`config.mk`:
```
export PLATFORM = sky130hd
export DESIGN_NAME = keccak_padder
export DESIGN_NICKNAME = d
export VERILOG_FILES = /design/src/rtl/keccak_pkg.sv /design/src/rtl/keccak_pad_word.sv /design/src/rtl/keccak_padder.sv
export SDC_FILE = /design/constraint.sdc
export NUM_CORES = 2
export LEC_CHECK = 0
export BUFFER_PORTS_ARGS = -buffer_cell sky130_fd_sc_hd__buf_4
export CAP_MARGIN = 10
export CORE_AREA = 2 2 455 457
export CTS_CLUSTER_SIZE = 14
export DETAILED_ROUTE_END_ITERATION = 12
export DIE_AREA = 0 0 457 459
export GPL_ROUTABILITY_DRIVEN = 0
export GPL_TIMING_DRIVEN = 0
export SETUP_SLACK_MARGIN = 0.15
export SKIP_CTS_REPAIR_TIMING = 1
export SLEW_MARGIN = 20
export SYNTH_ARGS = -nofsm -noshare
export SYNTH_HDL_FRONTEND = slang
export SYNTH_SLANG_ARGS = --single-unit
```
`constraint.sdc`:
```
create_clock -name clk -period 30 [get_ports clk]
set_input_delay 1.5 -clock clk [delete_from_list [all_inputs] [get_ports clk]]
set_output_delay 1.5 -clock clk [all_outputs]
set_load 0.01 [all_outputs]
```
`src/rtl/keccak_pkg.sv`:
```
// Shared constants and state encoding for the Keccak absorb-side padder.
package keccak_pkg;

  localparam int K_RATE  = 1088;
  localparam int K_WORDS = K_RATE / 64;

  localparam logic [7:0] PAD_KECCAK = 8'h01;
  localparam logic [7:0] PAD_SHA3   = 8'h06;
  localparam logic [7:0] PAD_END    = 8'h80;

  // FILL: accepting words; ZERO_FILL: padding the rest of the final block;
  // FULL: block presented to the permutation; DONE: message finished.
  typedef enum logic [1:0] {
    FILL      = 2'd0,
    ZERO_FILL = 2'd1,
    FULL      = 2'd2,
    DONE      = 2'd3
  } pad_state_e;

endpackage

```
`src/rtl/keccak_pad_word.sv`:
```
// Last-word transform: keep the valid leading bytes, insert the pad-start
// byte right after them, and clear everything beyond it. Byte 0 is the MSB.
module keccak_pad_word
  import keccak_pkg::*;
#(
  parameter logic [7:0] PAD_BYTE = PAD_KECCAK
) (
  input  logic [63:0] i_word,
  input  logic [2:0]  i_byte_num,
  output logic [63:0] o_word
);

  // Per-byte select: pass, pad byte, or zero.
  always_comb begin
    o_word = '0;
    for (int b = 0; b < 8; b++) begin
      if (3'(b) < i_byte_num) begin
        o_word[63-8*b -: 8] = i_word[63-8*b -: 8];
      end else if (3'(b) == i_byte_num) begin
        o_word[63-8*b -: 8] = PAD_BYTE;
      end
    end
  end

endmodule

```
`src/rtl/keccak_padder.sv`:
```
// Packs 64-bit message words into RATE-bit blocks, applies Keccak multi-rate
// padding to the final block, and holds each block until the permutation acks.
module keccak_padder
  import keccak_pkg::*;
#(
  parameter int         RATE     = K_RATE,
  parameter logic [7:0] PAD_BYTE = PAD_KECCAK
) (
  input  logic            clk,
  input  logic            reset,
  input  logic [63:0]     in,
  input  logic            in_ready,
  input  logic            is_last,
  input  logic [2:0]      byte_num,
  output logic            buffer_full,
  output logic [RATE-1:0] out,
  output logic            out_ready,
  input  logic            f_ack,
  output logic            done
);

  localparam int WORDS = RATE / 64;
  localparam int CNT_W = (WORDS > 1) ? $clog2(WORDS) : 1;
  localparam logic [CNT_W-1:0] LAST_IDX = CNT_W'(WORDS - 1);

  pad_state_e      r_state;
  pad_state_e      w_next_state;
  logic [CNT_W-1:0] r_cnt;
  logic [RATE-1:0] r_out;
  logic            r_last_blk;

  logic            w_accept;
  logic            w_cnt_last;
  logic            w_end_mark;
  logic            w_shift_en;
  logic [63:0]     w_pad_word;
  logic [63:0]     w_in_word;
  logic [63:0]     w_shift_word;
  logic [RATE-1:0] w_shifted;

  keccak_pad_word #(
    .PAD_BYTE (PAD_BYTE)
  ) u_pad_word (
    .i_word     (in),
    .i_byte_num (byte_num),
    .o_word     (w_pad_word)
  );

  assign w_accept   = in_ready && (r_state == FILL);
  assign w_cnt_last = (r_cnt == LAST_IDX);
  assign w_shift_en = w_accept || (r_state == ZERO_FILL);

  // The closing 0x80 lands on the last word of the final block, whether that
  // word is the message's own last word or a zero-fill word.
  assign w_end_mark = w_cnt_last &&
                      (((r_state == FILL) && is_last) || (r_state == ZERO_FILL));

  assign w_in_word    = (r_state == FILL) ? (is_last ? w_pad_word : in) : 64'h0;
  assign w_shift_word = w_in_word | {56'h0, (w_end_mark ? PAD_END : 8'h00)};

  generate
    if (WORDS > 1) begin : g_shift
      assign w_shifted = {r_out[RATE-65:0], w_shift_word};
    end else begin : g_single
      assign w_shifted = w_shift_word;
    end
  endgenerate

  // State register.
  always_ff @(posedge clk or posedge reset) begin
    if (reset) begin
      r_state <= FILL;
    end else begin
      r_state <= w_next_state;
    end
  end

  // Next-state decode.
  always_comb begin
    w_next_state = r_state;
    case (r_state)
      FILL: begin
        if (w_accept) begin
          if (w_cnt_last) begin
            w_next_state = FULL;
          end else if (is_last) begin
            w_next_state = ZERO_FILL;
          end
        end
      end
      ZERO_FILL: begin
        if (w_cnt_last) begin
          w_next_state = FULL;
        end
      end
      FULL: begin
        if (f_ack) begin
          w_next_state = r_last_blk ? DONE : FILL;
        end
      end
      DONE: begin
        w_next_state = DONE;
      end
      default: begin
        w_next_state = FILL;
      end
    endcase
  end

  // Outputs decoded from state.
  always_comb begin
    buffer_full = (r_state != FILL);
    out_ready   = (r_state == FULL);
    done        = (r_state == DONE);
  end

  // Block shift register, word counter and final-block flag.
  always_ff @(posedge clk or posedge reset) begin
    if (reset) begin
      r_cnt      <= '0;
      r_out      <= '0;
      r_last_blk <= 1'b0;
    end else begin
      if (w_shift_en) begin
        r_out <= w_shifted;
        r_cnt <= w_cnt_last ? '0 : r_cnt + 1'b1;
      end else if ((r_state == FULL) && f_ack) begin
        r_out <= '0;
      end
      if (w_accept && is_last) begin
        r_last_blk <= 1'b1;
      end
    end
  end

  assign out = r_out;

endmodule

```
Word-level counts from Yosys, hierarchy flattened
Index checks and enable logic that the tools add are counted.
{ "op_classes": {"eq_ne": 15, "bitwise_logic": 1, "addsub": 1, "n_reduce_logical": 12, "mux": 29, "magnitude_cmp": 8} }
{ "op_table": {"columns": ["cell", "count"], "rows": [
  ["two-way mux 1088 bit", 2],
  ["two-way mux 64 bit", 2],
  ["two-way mux 8 bit", 9],
  ["bitwise OR 64 x 8 -> 64 bit", 1],
  ["equality test 3 bit, first input constant", 4],
  ["less-than comparator 3 bit, first input constant", 4],
  ["two-way mux 2 bit", 6],
  ["two-way mux 1 bit", 8],
  ["case mux 2 bit (4 select lines)", 1],
  ["equality test 2 x 3 -> 1 bit, first input constant", 2],
  ["less-than comparator 1 x 3 -> 1 bit, first input constant", 2],
  ["less-than comparator 2 x 3 -> 1 bit, first input constant", 2],
  ["adder 5 x 1 -> 5 bit, second input constant", 1],
  ["equality test 5 bit, second input constant", 1],
  ["logical AND 1 bit", 5],
  ["two-way mux 5 bit", 1],
  ["equality test 2 bit, second input constant", 2],
  ["!= test 2 bit, second input constant", 2],
  ["AND reduction 4 bit", 1],
  ["nonzero test 2 bit", 2],
  ["equality test 1 x 3 -> 1 bit, first input constant", 1],
  ["logical NOT 3 bit", 1],
  ["!= test 3 bit, second input constant", 1],
  ["equality test 2 x 1 -> 1 bit, second input constant", 1],
  ["3 further kinds", 4]
]} }
{ "totals": {"reg_bits": 1096, "out_inout_bits": 1091, "elab_cells": 70, "in_bits": 72} }

Longest topological paths before layout
{ "depth": {"word_depth": 7, "depth_mapped": 9} }

Hierarchy
From an unflattened synthesis, not the netlist that was laid out.
{ "unflattened": {"cells_unflattened": 2623, "hier_area_um2": 39661.8} }
{ "by_module_without_submodules": {"columns": ["mod", "area_per_inst_um2", "instances", "cells_each"], "rows": [
  ["keccak_padder", 39092.5, 1, 2540],
  ["keccak_pad_word", 569.3, 1, 83]
]} }

Least setup slack after synthesis
No wires, ideal clock.
{ "synth_timing": {"kind": "in2reg", "from": "input port in_ready", "to": "register r_out[467] (netlist: out[467])", "arrival_ns": 2.592, "n_path_buf": 5, "cell_stages": 8, "setup_ns": 0.066, "required_time_ns": 29.934, "path_slack_ns": 27.342, "cell_sequence": "o21ba_1 buf_2 a31oi_1 buf_2 buf_6 buf_6 buf_6 a22o_1"} }
{ "synth_between": {"elab_chain_len": 3} }
{ "synth_rtl": {"columns": ["item", "line", "source"], "rows": [
  ["start, declared", "keccak_padder.sv:12", "input logic in_ready,"],
  ["logical AND 1 bit (*)", "keccak_padder.sv:49", "assign w_accept = in_ready && (r_state == FILL);"],
  ["logical OR 1 bit (*)", "keccak_padder.sv:51", "assign w_shift_en = w_accept || (r_state == ZERO_FILL);"],
  ["two-way mux 1088 bit / nonzero test 2 bit (equally long branches)", null, null],
  ["end signal, assigned", "keccak_padder.sv:125", "r_out <= w_shifted;"],
  ["end, declared", "keccak_padder.sv:29", "logic [RATE-1:0] r_out;"]
]} }
Mark *: on every way between the ends. The rest lies on a longest branch, timed or not.
A chain may end at the register's enable or synchronous reset.

==> results_dict.tcl <==
set metrics [dict create \
    min_path_type "flip-flop to flip-flop" \
    initial_core_util_pct 18.8 \
    grt_max_degree 37 \
    first_iter_violations 2826 \
    final_cell_mix "buf_4, dfrtp_1, a22o_1, clkbuf_1, clkbuf_16" \
    io_buffers 1162 \
    crit_required_ps 30950 \
    synth_top_family_by_area "compound AO/OA/AOI/OAI gates" \
    peakVddDrop_mv 0.0538 \
    setup_slack_ps 26200 \
    cts_sinks 1096 \
    power_frac_comb_pct 38.2 \
    finalSetupTns_ps 0 \
    leakagePower_nw 28.2 \
    yosys_warnings 0 \
    gr-total-overflow 0 \
    relSlewSlack_pct 32.3 \
    setup_viol 0 \
    crit_path_frequent_cell "buf_12" \
    fp-row-count 167 \
    synth-seq-cells 1096 \
    status "finished clean" \
    cp_num_cells 14 \
    drt_pre_antenna_iters 7 \
    dp_hpwl_um 174000 \
    layout_min_cycle_time_ps 3800 \
    synth_area_um2 38700 \
    fmax_ghz 0.263 \
    synth_edf_count 0 \
    highest_layer "met4" \
    drive_above_1_share_pct 39.3 \
    hold_viol_final 0 \
    path_buf_inv 14 \
    p_seq_share_pct 38.6 \
    grt_use_total_pct 19.2 \
    die_area_um2 210000 \
    cp-startpoint "reset" \
    ys_async_sr_fraction_pct 100 \
    yosys-mux-area-fraction_pct 0.0550 \
    dp_slack_ps 25310 \
    synth-simple-area-share_pct 0.534 \
    cts_inserted_buffers 117 \
    path_delay_family "buffers and inverters" \
    cpPeakStageDelay_ps 310 \
    crit_type "input port to asynchronous set/reset pin" \
    synthesis.instances 2488 \
    post-route-util_pct 27.0 \
    grt_pass1_vias 30100 \
    syn-mean-instance-area_um2 15.5 \
    route.vias.total 30900 \
    wl_met3_um 17600 \
    clk_path_buf_depth 3 \
    coreArea_um2 206000 \
    antenna_found_initial 7 \
    finClkSkew_ps 51.0 \
    arrival_ps 4760 \
    p_switching_mw 2.77 \
    cts_tree "yes" \
    ant_nets 0 \
    die_w_um 457 \
    yosys.area_share.adder_pct 0.0647 \
    min-delay-start "out[1078]$_DFFE_PP0P_" \
    io_pins 1163 \
    drt_wl_total_um 209000 \
    final_common_cell "buf_4" \
    clockPowerShare_pct 23.2 \
    r2r-start "r_state[1]$_DFFE_PP0P_" \
    max_cap_violations 0 \
    yosysSeqAreaShare_pct 70.9 \
    crit_slowest_cell "clkinvlp_4" \
    die_y_um 459 \
    cp-start-kind "input port" \
    synthFlopType "dfrtp_1" \
    synth_xor_area_share_pct 0.0227 \
    p_per_area_nw_per_um2 115 \
    ff2ff_path_depth 6 \
    tightest_slew_ps 1020 \
    report.final.slew_viol_count 0 \
    whs_path_depth 1 \
    clk_latency_ps 780 \
    endpoint_kind "asynchronous set/reset pin" \
    rsz0062_at_grt "false" \
    final.period_utilization_pct 12.7 \
    yosys.cell_types.count 42 \
    area_delta_synth_final_pct 43.6 \
    internal_power_mw 3.61 \
    clkSlewWorstSetupHoldPaths_ps 60 \
    synth-compound-area-share_pct 25.0 \
    syn_nets 2562 \
    met2_length_um 103000 \
    cp_cell_sequence "buf_4 -> clkinvlp_4 -> buf_12 -> buf_12 -> buf_12 -> buf_16 -> buf_12 -> buf_16 -> buf_12 -> buf_12 -> buf_12 -> buf_12 -> buf_12 -> buf_12" \
    wire_per_inst_um 31.7 \
    drc 0 \
    power.share.switching_pct 43.4 \
    cts.htree.levels 3 \
    grt_pass1_wl_um 278000 \
    nNetsFinal 3882 \
    cts-root-buf "clkbuf_16" \
    path_max_fanout 35 \
    via_per_inst 4.67 \
    wl_met1_um 81700 \
]
## metrics by stage
step           total power, mW  cell area [µm²]  hold slack, ps  std cells
2_1_floorplan             3.27            38700             453       2488
3_3_place_gp              4.92            50800             484       6354
3_5_place_dp              4.97            51600             480       6393
4_1_cts                   6.46            55500             499       6605
5_1_grt                   6.65            55500             508       6606
6_report                  6.38            55500             497       6609
## synth_stat cells (2+ instances only)
cell type / n / share of area [%]
a22o_1: 1084 / 25
nand2_1: 5 / 0.049
a31oi_1: 2 / 0.032
a21oi_1: 3 / 0.039
ha_1: 2 / 0.065
o21bai_1: 2 / 0.039
nor3b_1: 2 / 0.039
buf_2: 89 / 1.2
nor2_2: 3 / 0.049
clkbuf_1: 92 / 0.89
inv_1: 7 / 0.068
buf_4: 22 / 0.43
nor2_1: 3 / 0.029
nor3_2: 2 / 0.052
o2bb2ai_1: 2 / 0.045
buf_6: 25 / 0.73
a21o_1: 2 / 0.039
dfrtp_1: 1096 / 71
o21ai_0: 6 / 0.078
or2_2: 4 / 0.065
nor2b_1: 3 / 0.049
buf_1: 12 / 0.12
## flip-flops by register name, summed over array words and instances (netlist names)
register,flops
r_state,2
out,1088
r_last_blk,1
r_cnt,5
## worst register-to-register path, delay by kind of cell, from the launching register on
family | cells | cell delay (ps)
buffers and inverters | 4 | 1950
AOI/OAI and AO/OA | 2 | 470
DFF | 1 | 360
## power groups by stage
stage / combinational (mW) / clock, mW / sequential, mW
after global placement: 2.44 / 0 / 2.47
after floorplan: 0.936 / 0 / 2.33
after detailed placement: 2.49 / 0 / 2.48
final: 2.44 / 1.48 / 2.46
after CTS: 2.49 / 1.51 / 2.46
after global routing: 2.59 / 1.56 / 2.50
## metal layers
metal / vias up / GRT usage [%]
li1: 12500 / -
met5: - / 0
met1: 16400 / 23.2
met2: 1708 / 32.8
met4: 0 / 6.67
met3: 285 / 5.33
## layout make-up
type	instances	area (µm²)
diodes	4	10.0
repair buffers	1201	9540
clock buffers	176	3430
fillers	21200	150000
clock inverters	36	474
well taps	2704	3380
plain buffers	240	1290
flip-flops and latches	1096	27400
multi-input cells	1145	9920
inverters	7	30.0
## cell families (layout without fill, tap and decap cells)
family                   after synthesis  in the layout
AO/OA/AOI/OAI                       1108           1108
multiplexers                           2              2
flip-flops                          1096           1096
AND/OR/NAND/NOR                       32             32
buffers and inverters                247           1660
adder cells (fa/ha/maj)                2              2
XOR/XNOR                               1              1
other                                  0              4
## final timing paths
check	to	slack [ps]
setup / recovery	out[195]$_DFFE_PP0P_	26200
hold / removal	out[1078]$_DFFE_PP0P_	500
setup reg to reg	out[242]$_DFFE_PP0P_	27170
hold reg to reg	out[1078]$_DFFE_PP0P_	500
max in group clk	buffer_full	26650
min in group asynchronous	out[691]$_DFFE_PP0P_	740
No activity file was read; power rests on OpenSTA's default activity.
